[src/rtl/b01_stim_sequencer.sv]
`default_nettype none
// +----------------------------------------------------------------------------+
// | b01_stim_sequencer: plays an opcode RAM into b01, streams indexed responses |
// | Revision: 1.0                                                              |
// +----------------------------------------------------------------------------+
module b01_stim_sequencer #(
  parameter int DEPTH = 11,
  parameter int AW    = 4,
  parameter int OP_W  = 3,
  parameter int CNT_W = 8
) (
  input  logic             clock,
  input  logic             reset,
  input  logic             load_en,
  input  logic [AW-1:0]    load_addr,
  input  logic [OP_W-1:0]  load_data,
  input  logic [AW:0]      prog_len,
  input  logic             start,
  output logic             busy,
  output logic             done,
  output logic             line1,
  output logic             line2,
  output logic             obs,
  output logic [AW:0]      pc_out,
  input  logic             dut_outp,
  input  logic             dut_overflw,
  output logic             resp_valid,
  output logic [1:0]       resp_data,
  output logic [AW:0]      resp_index,
  output logic [CNT_W-1:0] ovf_count
);

  localparam logic [1:0] IDLE  = 2'd0;
  localparam logic [1:0] RUN   = 2'd1;
  localparam logic [1:0] DRAIN = 2'd2;
  localparam logic [1:0] DONE  = 2'd3;

  localparam logic [AW:0]      DEPTH_C = (AW+1)'(DEPTH);
  localparam logic [AW:0]      ONE_A   = (AW+1)'(1);
  localparam logic [CNT_W-1:0] ONE_C   = CNT_W'(1);

  logic [1:0]      state;
  logic [AW:0]     pc;
  logic [AW:0]     n_len;
  logic [1:0]      drain_cnt;
  logic            stim_valid;
  logic            pipe_valid;
  logic [AW:0]     pipe_index;
  logic [AW:0]     n_eff;
  logic [OP_W-1:0] ram [DEPTH];

  assign n_eff = (prog_len > DEPTH_C) ? DEPTH_C : prog_len;

  // Program RAM is never reset; writes only land while idle and in range.
  always_ff @(posedge clock) begin
    if (load_en && (state == IDLE) && ({1'b0, load_addr} < DEPTH_C))
      ram[load_addr] <= load_data;
  end

  always_ff @(posedge clock) begin
    if (reset) begin
      state      <= IDLE;
      busy       <= 1'b0;
      done       <= 1'b0;
      line1      <= 1'b0;
      line2      <= 1'b0;
      obs        <= 1'b0;
      pc_out     <= '0;
      pc         <= '0;
      n_len      <= '0;
      drain_cnt  <= '0;
      stim_valid <= 1'b0;
      pipe_valid <= 1'b0;
      pipe_index <= '0;
      resp_valid <= 1'b0;
      resp_data  <= '0;
      resp_index <= '0;
      ovf_count  <= '0;
    end else begin
      // Two-stage response pipe: b01 registers the stimulus, then we sample it.
      pipe_valid <= stim_valid;
      pipe_index <= pc_out;
      resp_valid <= pipe_valid;
      if (pipe_valid) begin
        resp_data  <= {dut_overflw, dut_outp};
        resp_index <= pipe_index;
      end
      if (resp_valid && resp_data[1] && (ovf_count != '1))
        ovf_count <= ovf_count + ONE_C;

      case (state)
        IDLE: begin
          {obs, line2, line1} <= 3'b000;
          stim_valid <= 1'b0;
          if (start) begin
            n_len     <= n_eff;
            ovf_count <= '0;
            pc        <= '0;
            if (n_eff == '0) begin
              state <= DONE;
              done  <= 1'b1;
            end else begin
              state <= RUN;
              busy  <= 1'b1;
            end
          end
        end
        RUN: begin
          obs        <= ram[pc[AW-1:0]][2];
          line2      <= ram[pc[AW-1:0]][1];
          line1      <= ram[pc[AW-1:0]][0];
          pc_out     <= pc;
          stim_valid <= 1'b1;
          pc         <= pc + ONE_A;
          if (pc == n_len - ONE_A) begin
            state     <= DRAIN;
            drain_cnt <= '0;
          end
        end
        DRAIN: begin
          {obs, line2, line1} <= 3'b000;
          stim_valid <= 1'b0;
          drain_cnt  <= drain_cnt + 2'd1;
          if (drain_cnt == 2'd2) begin
            state <= DONE;
            done  <= 1'b1;
            busy  <= 1'b0;
          end
        end
        default: begin
          done  <= 1'b0;
          state <= IDLE;
        end
      endcase
    end
  end

endmodule
`default_nettype wire

[config.mk]
export PLATFORM = sky130hd
export DESIGN_NAME = b01_stim_sequencer
export DESIGN_NICKNAME = d
export VERILOG_FILES = /design/src/rtl/b01_stim_sequencer.sv
export SDC_FILE = /design/constraint.sdc
export NUM_CORES = 1
export LEC_CHECK = 0
export BUFFER_PORTS_ARGS = -buffer_cell sky130_fd_sc_hd__buf_4
export CAP_MARGIN = 10
export CORE_UTILIZATION = 45
export DETAILED_ROUTE_END_ITERATION = 8
export PLACE_DENSITY = 0.71
export SYNTH_ARGS = -nofsm -noshare
export SYNTH_HDL_FRONTEND = slang
export SYNTH_SLANG_ARGS = --single-unit
export TNS_END_PERCENT = 30
[constraint.sdc]
create_clock -name clock -period 3.1 [get_ports clock]
set_input_delay 0.155 -clock clock [delete_from_list [all_inputs] [get_ports clock]]
set_output_delay 0.155 -clock clock [all_outputs]
set_load 0.005 [all_outputs]
## After elaboration in Yosys (flattened, before gate mapping)

Memories as Yosys holds them, arrays and structs flattened. A register that Yosys moved wholly into a read port is not among the register bits.
Index checks and enable logic that the tools add are counted.

| cells by class | value |
|---|---|
| add/subtract/negate cells | 4 |
| reduce and logical (&&, ||, !) cells | 17 |
| muxes and demuxes | 29 |
| eq/ne operators | 10 |
| magnitude comparators | 2 |
| bitwise operators | 1 |

Operators by type and width:

| kind | count |
|---|---|
| two-way mux 8 bit | 3 |
| two-way mux 2 bit | 5 |
| two-way mux 5 bit | 2 |
| case mux 1 bit (2 select lines) | 5 |
| case mux 5 bit (2 select lines) | 1 |
| adder 8 x 1 -> 8 bit (second input constant) | 1 |
| two-way mux 1 bit | 8 |
| two-way mux 4 bit | 2 |
| != test 2 bit (second input constant) | 4 |
| != test 8 bit (second input constant) | 1 |
| AND reduction 4 bit | 2 |
| nonzero test 2 bit | 4 |
| case mux 2 bit (3 select lines) | 1 |
| AND reduction 2 bit | 3 |
| adder 5 x 1 -> 5 bit (second input constant) | 1 |
| equality test 5 bit | 1 |
| greater-than comparator 5 x 4 -> 1 bit (second input constant) | 1 |
| zero test 5 bit | 1 |
| subtractor 5 x 1 -> 5 bit (second input constant) | 1 |
| equality test 2 bit (second input constant) | 2 |
| logical AND 1 bit | 4 |
| less-than comparator 4 bit (second input constant) | 1 |
| case mux 2 bit (2 select lines) | 1 |
| case mux 1 bit (3 select lines) | 1 |
| other kinds (7) | 7 |

| storage, ports and cells | value |
|---|---|
| memories | 1 |
| word-level logic and storage cells | 81 |
| RAM bits | 33 |
| output and inout port bits | 26 |
| bits of input ports | 18 |
| register bits after elaboration | 47 |

Memory list:

| memory | depth | bits a word | rd ports | clocked after memory_dff | write ports | RTL line | RTL |
|---|---|---|---|---|---|---|---|
| ram | 11 | 3 | 1 | 1 | 1 | 50 | `logic [OP_W-1:0] ram [DEPTH];` |

## Longest topological paths before layout

| depth | value |
|---|---|
| depth in word-level cells | 6 |
| gate-level depth with buffers | 7 |
| gate-level depth less buffers | 7 |

## Least setup slack after synthesis

No wires, ideal clock.

| timing | value |
|---|---|
| kind | register -> register |
| start | register state[0] |
| end | memory ram[0][0] (enable) |
| required time | 2.755 ns |
| path buffers | 1 |
| stages on the path, launching flop included | 7 |
| setup slack | 1.211 ns |
| arrival time | 1.544 ns |
| setup time | 0.345 ns |
| clock period less this slack | 1.889 ns |
| path through | dfxtp_1 -> inv_1 -> ha_1 -> clkbuf_1 -> nand2b_1 -> or2_2 -> nor3_1 |

| on the way | value |
|---|---|
| cells in the longest elaborated chain, start to end | 5 |

RTL lines:

| element | RTL line | RTL |
|---|---|---|
| from (decl) | 42 | `logic [1:0] state;` |
| from (signal assigned) | 62 | `state <= IDLE;` |
| from (signal assigned) | 100 | `state <= DONE;` |
| from (signal assigned) | 103 | `state <= RUN;` |
| zero test 2 bit | 56 | `if (load_en && (state == IDLE) && ({1'b0, load_addr} < DEPTH_C))` |
| logical AND 1 bit (2 in series) | 56 |  |
| two-way mux 1 bit | 56 |  |
| two-way mux 1 bit (implied by the code) | 57 | `ram[load_addr] <= load_data;` |
| to (decl) | 50 |  |

Every way passes these cells.

## Worst setup path in the final report

| timing | value |
|---|---|
| start | register state[1] |
| end | register state[1] |

| on the way | value |
|---|---|
| cells in the longest elaborated chain, start to end | 3 |
| elaborated cells between the ends (all ways) | 8 |
| classes of those cells | eq/ne (5); mux (1); reduce/logical (2) |

RTL lines:

| element | RTL line | RTL |
|---|---|---|
| equality test 2 x 1 -> 1 bit, or another cell as far along | 91 | `case (state)` |
| != test 2 bit (no line) | -- |  |
| AND reduction 3 bit (no line) | -- |  |

Several ways; a longest one is shown, not always the timed one.
A chain may end at the register's enable or synchronous reset.

==> results by group <==
Timing
  – Final Max Slew Viols: 0
  – Final period util: 0.730
  – Setup violations, final: 0
  – Headroom to the max-slew limit: 0.513
  – Post-layout min period: 2.26 ns
  – TNS Setup: 0 ns
  – Slew @ Worst Pin: 0.724 ns
  – RSZ-0062 raised after global routing: false
  – Worst Skew: 0.0131 ns
  – Max Freq: between 0.4 and 0.5 GHz
  – Endpoints failing hold: 0

Synth
  – Top post-synthesis cells by count: dfxtp_1, nor2_1, edfxtp_1
  – Number of flops mapped to enable cells by yosys: 33
  – Post-Syn Instances: a little over 300
  – Yosys top cell by area: dfxtp_1
  – Synth Net Count: about 330
  – Share of the yosys chip area belonging to registers: 0.572
  – Top_reg_cell synth: dfxtp_1
  – Asr flop ratio synth: 0
  – Synthesized flop and latch total: 84
  – Largest cells by area after synthesis: dfxtp_1, edfxtp_1, mux2i_1
  – Post-Syn Area: 0.00352 sq mm
  – Count of cell types in the netlist: 52
  – Avg Inst Size Synth: 11.5 sq um
  – Yosys top cell area share: 0.290
  – Most frequent cell after synthesis: dfxtp_1
  – Ys Warns: 0

Clock network
  – Clock Latency Late Sink: 0.35 ns
  – Clock-pin slew on the worst setup and hold paths: 0.09 ns
  – CTS root buffer: clkbuf_8
  – Hold Buf Count CTS: 0
  – Clk buf depth: 2
  – CTS sink count: 84
  – Cts bufs inserted: 9
  – Post_cts resized: 0
  – CTS tree: yes
  – Setup Buffers After CTS: 0
  – H-tree depth: 3

Floorplanning
  – Total Die Area: 0.00818 sq mm
  – Starting Density: 0.475
  – Die X: 90.4 um
  – Rows: 31
  – Die height: 90.4 um
  – IO Pins: 44
  – Core footprint: 0.00741 sq mm

Critical path
  – CP endpoint kind: register
  – Worst path top cell family by delay: compound AO/OA/AOI/OAI gates
  – Critical Path AT: between 2 and 3 ns
  – CP cell instances: inv_1 > ha_1 > inv_2 > o41ai_1 > o21ai_0 > a21oi_1
  – CP peak stage delay: 0.67 ns
  – Critical-path maximum fanout: 15
  – Crit Path Class: reg -> reg
  – Critical-path top delay cell: o41ai_1
  – Worst path required time: 3.39 ns
  – Worst setup SP type: register
  – Critical path buffers and inverters: 2

Drt
  – Drt drc: 0
  – Per-cell routed wire length: between 10 and 15 um
  – DRT antenna net count: 0
  – Vias/cell: 5.17
  – WL final: 6420 um
  – Drt first pass iters: 4
  – Initial drt markers: 92
  – Vias: around 2300

Global routing
  – Initial antenna violation count: 0
  – First-pass GRT wire length: roughly 11000 um
  – GR met1 Demand/Resource: 0.234
  – Met3 usage: 0.0412
  – Remaining global-route overflow: 0
  – Largest net degree at the start of global routing: 40
  – Total Routing Usage GR: 0.166
  – GRT Max-Usage Layer: met2
  – M2 GR Usage: 0.244
  – Vias in the first global route: 2185

Layout
  – Share of layout cells above drive strength 1: 0.215
  – Antenna Diode Count: 0
  – Final Core Density: 0.553
  – Synth-to-Final Area Change: 16.5%
  – Nets@finish: 375

Placement
  – DP HPWL: 4510 um
  – I/O Buffers: 43
  – GP Congestion: 0.787

Min path
  – Hold Path Class: in -> reg

Job
  – Max Cap Viol: 0

Pwr
  – Pwr Density: 624 mW/mm^2
  – LEAKAGE: 1.49 nW
  – Peak supply drop: 0.000254 V

Outcome
  – Status: finished clean
worst min-delay path, stage by stage:
cell	delay [ns]
buf_4	0.08
mux2i_1	0.05
nor2_1	0.07
power breakdown:
group	total, mW	switching [mW]	leakage (nW)	internal [mW]
logic	0.539	0.301	0.687	0.238
registers	1.30	0.0780	0.711	1.22
clock network	0.723	0.420	0.0883	0.303
final timing paths:
check | cells past startpoint | slack (ns) | endpoint | start
max | 6 | 0.84 | state[1] | state[1]
min | 3 | 0.04 | resp_data[0] | dut_outp
max reg2reg | 6 | 0.84 | state[1] | state[1]
min reg2reg | 2 | 0.46 | n_len[4] | n_len[4]
flip-flops by register name, indices dropped and copies added (netlist names), 2 cells and up, named ones only:
name,count
resp_index,5
pc_out,5
drain_cnt,2
pc,5
pipe_index,5
state,2
ovf_count,8
n_len,5
resp_data,2
ram,33
metrics by stage:
step	instance area [sq um]	power [mW]	setup slack, ns	cells	hold slack, ns
global route	4100	2.69	0.659	452	0.0590
global placement	3920	1.84	1.05	436	0.390
floorplan	3520	1.70	1.21	306	0.254
finish	4100	2.56	0.836	452	0.0372
CTS	4100	2.57	0.851	452	0.0232
detailed placement	3920	1.86	0.896	436	0.396
cell families (layout without fill, tap and decap cells):
family,after synthesis,count (layout),synth area share
xor gates and xnor gates,13,13,0.0324
AOI/OAI and AO/OA,44,44,0.0900
adders and majority gates,9,9,0.0320
DFF,84,84,0.572
muxes,27,27,0.0982
and+or+nand+nor,106,106,0.150
buffers and inverters,23,70,0.0260
routing by layer:
layer | up-vias | part of all wire
met5 | - | 0
met4 | 0 | 0.0081
met3 | 4 | 0.040
met2 | 44 | 0.46
met1 | 1095 | 0.50
li1 | 1193 | -
final cells by class:
type | instances | area [sq um]
Timing Repair Buffer | 43 | 323
Tap cell | 99 | 124
Clock buffer | 9 | 124
Clock inverter | 7 | 58.8
Sequential cell | 84 | 2010
Multi-Input combinational cell | 199 | 1420
Inverter | 11 | 41.3
Fill cell | 639 | 3310
cells in the final DEF, fill, tap and decap left out, types with 10 or more instances in the layout:
cell / netlist / final
o21ai_0: 11 / 11
inv_1: 10 / 10
nand2_1: 17 / 17
nor2b_1: 10 / 10
mux2i_1: 21 / 21
dfxtp_1: 51 / 51
buf_4: 1 / 43
nor2_1: 40 / 40
edfxtp_1: 33 / 33
No activity file was read; power rests on OpenSTA's default activity.
